==> src/rtl/sum_block_accumulator_if.sv <==
// rtl/sum_block_accumulator_if.sv - sum input stream, clear and block-result handshake bundle
interface sum_block_accumulator_if #(
    parameter int IN_W  = 33,
    parameter int ACC_W = 40
);
    logic [IN_W-1:0]  sum_in;
    logic             in_valid;
    logic             in_ready;
    logic             clear;
    logic [ACC_W-1:0] acc_out;
    logic             acc_ovf;
    logic             out_valid;
    logic             out_ready;

    modport master (
        output sum_in, in_valid, clear, out_ready,
        input  in_ready, acc_out, acc_ovf, out_valid
    );

    modport slave (
        input  sum_in, in_valid, clear, out_ready,
        output in_ready, acc_out, acc_ovf, out_valid
    );
endinterface

==> src/rtl/sum_block_accumulator.sv <==
// rtl/sum_block_accumulator.sv - accumulates COUNT adder sums per block, wrapping total with sticky overflow
module sum_block_accumulator #(
    parameter int IN_W  = 33,
    parameter int ACC_W = 40,
    parameter int COUNT = 4
) (
    input  logic                   clk,
    input  logic                   rst_n,
    sum_block_accumulator_if.slave bus
);
    localparam int CNT_W = (COUNT > 1) ? $clog2(COUNT) : 1;
    localparam logic [CNT_W-1:0] LAST_IDX = CNT_W'(COUNT - 1);

    typedef enum logic [1:0] {
        IDLE  = 2'd0,
        ACCUM = 2'd1,
        HOLD  = 2'd2
    } state_t;

    state_t           state;
    state_t           state_nxt;
    logic [ACC_W-1:0] acc;
    logic             ovf;
    logic [CNT_W-1:0] count;
    logic             accept;
    logic             transfer;
    logic             last;
    logic [ACC_W:0]   sum_ext;

    // Handshakes decode from the state register only, so no input reaches an output combinationally.
    assign accept   = bus.in_valid  && (state == ACCUM);
    assign transfer = bus.out_ready && (state == HOLD);
    assign last     = (count == LAST_IDX);
    assign sum_ext  = {1'b0, acc} + (ACC_W + 1)'(bus.sum_in);

    always_ff @(posedge clk or negedge rst_n) begin
        if (!rst_n) begin
            state <= IDLE;
        end else begin
            state <= state_nxt;
        end
    end

    always_comb begin
        state_nxt = state;
        case (state)
            IDLE:    state_nxt = ACCUM;
            ACCUM:   if (accept && last) state_nxt = HOLD;
            HOLD:    if (transfer) state_nxt = ACCUM;
            default: state_nxt = IDLE;
        endcase
        if (bus.clear) begin
            state_nxt = ACCUM;
        end
    end

    always_comb begin
        bus.in_ready  = (state == ACCUM);
        bus.out_valid = (state == HOLD);
        bus.acc_out   = acc;
        bus.acc_ovf   = ovf;
    end

    // clear outranks both transfer and accept; the sum offered alongside it is dropped.
    always_ff @(posedge clk or negedge rst_n) begin
        if (!rst_n) begin
            acc   <= '0;
            ovf   <= 1'b0;
            count <= '0;
        end else if (bus.clear || transfer) begin
            acc   <= '0;
            ovf   <= 1'b0;
            count <= '0;
        end else if (accept) begin
            acc   <= sum_ext[ACC_W-1:0];
            ovf   <= ovf | sum_ext[ACC_W];
            count <= last ? '0 : count + CNT_W'(1);
        end
    end
endmodule

==> src/flat_wrapper.sv <==
// flat-port wrapper written by rule: the top's interface ports become plain ports
module sum_block_accumulator_flat 
#(
    parameter int IN_W  = 33,
    parameter int ACC_W = 40,
    parameter int COUNT = 4
)
  (clk, rst_n, bus_sum_in, bus_in_valid, bus_clear, bus_out_ready, bus_in_ready, bus_acc_out, bus_acc_ovf, bus_out_valid);
  sum_block_accumulator_if #(.IN_W(IN_W), .ACC_W(ACC_W)) bus_i ();
  input  logic clk;
  input  logic rst_n;
  input wire logic [$bits(bus_i.sum_in)-1:0] bus_sum_in;
  input wire logic [$bits(bus_i.in_valid)-1:0] bus_in_valid;
  input wire logic [$bits(bus_i.clear)-1:0] bus_clear;
  input wire logic [$bits(bus_i.out_ready)-1:0] bus_out_ready;
  output wire logic [$bits(bus_i.in_ready)-1:0] bus_in_ready;
  output wire logic [$bits(bus_i.acc_out)-1:0] bus_acc_out;
  output wire logic [$bits(bus_i.acc_ovf)-1:0] bus_acc_ovf;
  output wire logic [$bits(bus_i.out_valid)-1:0] bus_out_valid;
  assign bus_i.sum_in = bus_sum_in;
  assign bus_i.in_valid = bus_in_valid;
  assign bus_i.clear = bus_clear;
  assign bus_i.out_ready = bus_out_ready;
  assign bus_in_ready = bus_i.in_ready;
  assign bus_acc_out = bus_i.acc_out;
  assign bus_acc_ovf = bus_i.acc_ovf;
  assign bus_out_valid = bus_i.out_valid;
  sum_block_accumulator #(.IN_W(IN_W), .ACC_W(ACC_W), .COUNT(COUNT)) u_core (.clk(clk), .rst_n(rst_n), .bus(bus_i));
endmodule
==> config.mk <==
export PLATFORM = sky130hd
export DESIGN_NAME = sum_block_accumulator_flat
export DESIGN_NICKNAME = d
export VERILOG_FILES = /design/src/rtl/sum_block_accumulator_if.sv /design/src/rtl/sum_block_accumulator.sv /design/src/flat_wrapper.sv
export SDC_FILE = /design/constraint.sdc
export NUM_CORES = 1
export LEC_CHECK = 0
export CAP_MARGIN = 20
export CELL_PAD_IN_SITES_DETAIL_PLACEMENT = 0
export CELL_PAD_IN_SITES_GLOBAL_PLACEMENT = 1
export CORE_MARGIN = 4
export CORE_UTILIZATION = 38
export DETAILED_ROUTE_END_ITERATION = 10
export HOLD_SLACK_MARGIN = 0.02
export PLACE_DENSITY_LB_ADDON = 0.25
export SLEW_MARGIN = 0
export SYNTH_ARGS = -nofsm -noshare
export SYNTH_HDL_FRONTEND = slang
export SYNTH_SLANG_ARGS = --single-unit
==> constraint.sdc <==
create_clock -name clk -period 3.05 [get_ports clk]
set_input_delay 0.7625 -clock clk [delete_from_list [all_inputs] [get_ports clk]]
set_output_delay 0.7625 -clock clk [all_outputs]
set_load 0.05 [all_outputs]
==> impl_metrics.py <==
metrics = {
    "status": {
        "outcome": "complete, no violations",
    },
    "job": {
        "drv_cap": 0,
    },
    "synth": {
        "ys_types": 46,
        "synthTopCellsByArea": "dfrtp_1 (31%), ha_1 (12%), a21oi_1 (9.4%)",
        "synth-async-reset-ratio": 1.00,
        "yosysTopAreaCell": "dfrtp_1",
        "syn_nets": 532,
        "syn_inst": 459,
        "yosysTopAreaCellShare": 0.308,
        "synthFlopType": "dfrtp_1",
        "ys_seq_area_frac": 0.308,
        "avgSynthCellArea_sq_um": 7.96,
        "syn_area_sq_um": 3650,
        "synth_edf_count": 0,
        "yosys_warnings": 0,
        "ys_ff_latch": 45,
    },
    "clock_network": {
        "clock-sinks": 45,
        "clk_latency_ns": 0.31,
        "cts_tree": "built",
        "clock_path_buffers": 2,
        "numCtsBuffers": 5,
        "htree_levels": 2,
        "hold_buffers": 0,
        "ctsRootBufferMaster": "clkbuf_8",
        "clk_pin_slew_ns": 0.10,
    },
    "setup_path": {
        "reg2reg_slack_ns": 0.33,
        "cp_slowest_cell": "clkdlybuf4s50_1",
        "path_max_fanout": 5,
        "path_cells": "clkdlybuf4s50_1 -> ha_4 -> nand4_1 -> a211o_1 -> a311oi_2 -> a211oi_2 -> o21a_4 -> or4_1 -> a21oi_1",
        "cp_slowest_stage_delay_ns": 0.45,
        "required_ns": 3.29,
        "arrival_ns": 3.18,
        "path_buf_inv": 1,
        "crit_type": "input port to flip-flop",
        "crit_family": "compound AO/OA/AOI/OAI gates",
        "worst_setup_path_start_kind": "input port",
        "crit_path_end_kind": "flip-flop",
    },
    "layout": {
        "multi_input_area_sq_um": 2560,
        "layout_commonest_cell": "buf_4",
        "syn_to_final_growth_pct": 53.5,
        "final_cell_mix": "buf_4 (106), nand2_1 (68), clkdlybuf4s50_1 (67), a21oi_1 (62), dfrtp_1 (45)",
        "final_area_sq_um": 5610,
        "final_util": 0.604,
        "ff_latch_area_sq_um": 1130,
        "fillers": 889,
        "layout.nets": 700,
        "drive_gt1_frac": 0.236,
        "antenna_cells": 0,
    },
    "sta": {
        "fin_hold_ws_ns": 0.428,
        "fin_ws_ns": 0.108,
        "fmax_ghz": 0.340,
        "slew_headroom": 0.623,
        "setup_violations": 0,
        "skew_ns": 0.00680,
        "post-route-period-util": 0.965,
        "worstMarginPinSlew_ns": 0.566,
        "report.final.slew_viol_count": 0,
        "min_period_ns": 2.94,
        "hold_viol": 0,
        "setup_tns_ns": 0,
    },
    "grt": {
        "grt_pass1_wl_mm": 18.7,
        "gr-total-overflow": 0,
        "use_met1": 0.257,
        "use_met2": 0.364,
        "met3_usage": 0.0261,
        "antenna_found_initial": 0,
        "grt_start_max_net_pins": 29,
        "grt_usage": 0.201,
        "first_global_vias": 3878,
        "top_usage_layer": "met2",
    },
    "floorplan": {
        "ioPinCount": 81,
        "die_w_um": 106,
        "die_y_um": 106,
        "core_area_sq_um": 9280,
        "dieArea_sq_um": 11300,
        "initial_core_util": 0.394,
        "rows": 35,
    },
    "power": {
        "p_leak_nw": 2.57,
        "power.density_nw_per_um2": 505,
        "ir_worst_vdd_uv": 223,
    },
    "drt": {
        "num_vias": 3966,
        "drtAntennaViolNets": 0,
        "drc_errors": 0,
        "drt-wirelength-per-cell_um": 15.3,
        "drt-pass1-iter-count": 4,
        "detail_route.vias_per_cell": 5.24,
        "wl_mm": 11.6,
        "drt_iter0_drc": 148,
    },
    "worst_hold_path": {
        "holdCritPathClass": "input port to async pin",
    },
    "placement": {
        "place_area_sq_um": 5260,
        "dp_hpwl_mm": 8.97,
        "io_buffers": 80,
        "pre_cts_ws_ns": -0.526,
        "gp_congestion": 0.885,
    },
}
state kept, by name, indices dropped and copies added, names as in the netlist:
signal / flops
u_core.bus.acc_ovf: 1
u_core.state: 2
u_core.bus.acc_out: 40
u_core.count: 2
Yosys cell counts (3+ instances only):
master and instances:
a211oi_1 8, a21o_1 14, a21oi_1 69, a31oi_1 7, buf_2 8, clkbuf_1 15
dfrtp_1 45, ha_1 34, inv_1 9, nand2_1 70, nand3_1 18, nand4_1 15
nor2_1 30, nor2b_1 4, nor3_1 5, o211ai_1 5, o21ai_0 29, o21bai_1 4
o31ai_1 3, xnor2_1 17, xor2_1 14
stage by stage:
| stage | total power, mW | std cells |
|---|---|---|
| floorplan | 1.62 | 459 |
| global placement | 2.26 | 743 |
| detailed placement | 2.28 | 743 |
| CTS | 2.80 | 754 |
| global route | 3.02 | 757 |
| finish | 2.83 | 757 |
repair_timing:
item	in CTS	in global routing
gates resized for setup	10	33
pin swaps	6	24
endpoints found under the setup margin	7	24
setup buffers	3	3
area by class of cell:
type                            count  area share
Multi-Input combinational cell    380       0.457
Clock buffer                        5      0.0123
Tap cell                          129      0.0288
Timing Repair Buffer              186       0.287
Clock inverter                      3     0.00825
Sequential cell                    45       0.201
Inverter                            9     0.00602
where the power goes:
part	switching [mW]	total (mW)	internal (mW)
Clock	0.242	0.488	0.246
Combinational	0.868	1.61	0.747
Sequential	0.0685	0.732	0.663
Total	1.18	2.83	1.66
routing by layer:
layer	vias to the layer above	routed length, um
li1	2000	-
met2	84	5940
met3	9	434
met4	0	86
met5	-	0
met1	1873	5150
kinds of logic after synthesis:
family | after synthesis | synth area share
AOI/OAI and AO/OA | 157 | 0.263
and+or+nand+nor | 157 | 0.195
DFF | 45 | 0.308
adders and majority gates | 35 | 0.122
buffers and inverters | 34 | 0.0377
xor gates and xnor gates | 31 | 0.0743
path summary, 6_finish.rpt:
kind | depth (start not counted) | endpoint | startpoint
setup / recovery | 9 | u_core.bus.acc_out[39]$_DFFE_PN0P_ | bus_sum_in[9]
min in group clk | 2 | u_core.bus.acc_ovf$_DFFE_PN0P_ | u_core.bus.acc_ovf$_DFFE_PN0P_
hold / removal | 1 | u_core.bus.acc_out[36]$_DFFE_PN0P_ | rst_n
setup reg to reg | 9 | u_core.bus.acc_out[39]$_DFFE_PN0P_ | u_core.bus.acc_out[1]$_DFFE_PN0P_
max in group asynchronous | 2 | u_core.bus.acc_out[15]$_DFFE_PN0P_ | rst_n
hold reg to reg | 2 | u_core.bus.acc_ovf$_DFFE_PN0P_ | u_core.bus.acc_ovf$_DFFE_PN0P_
(Power assumes the default switching activity.)
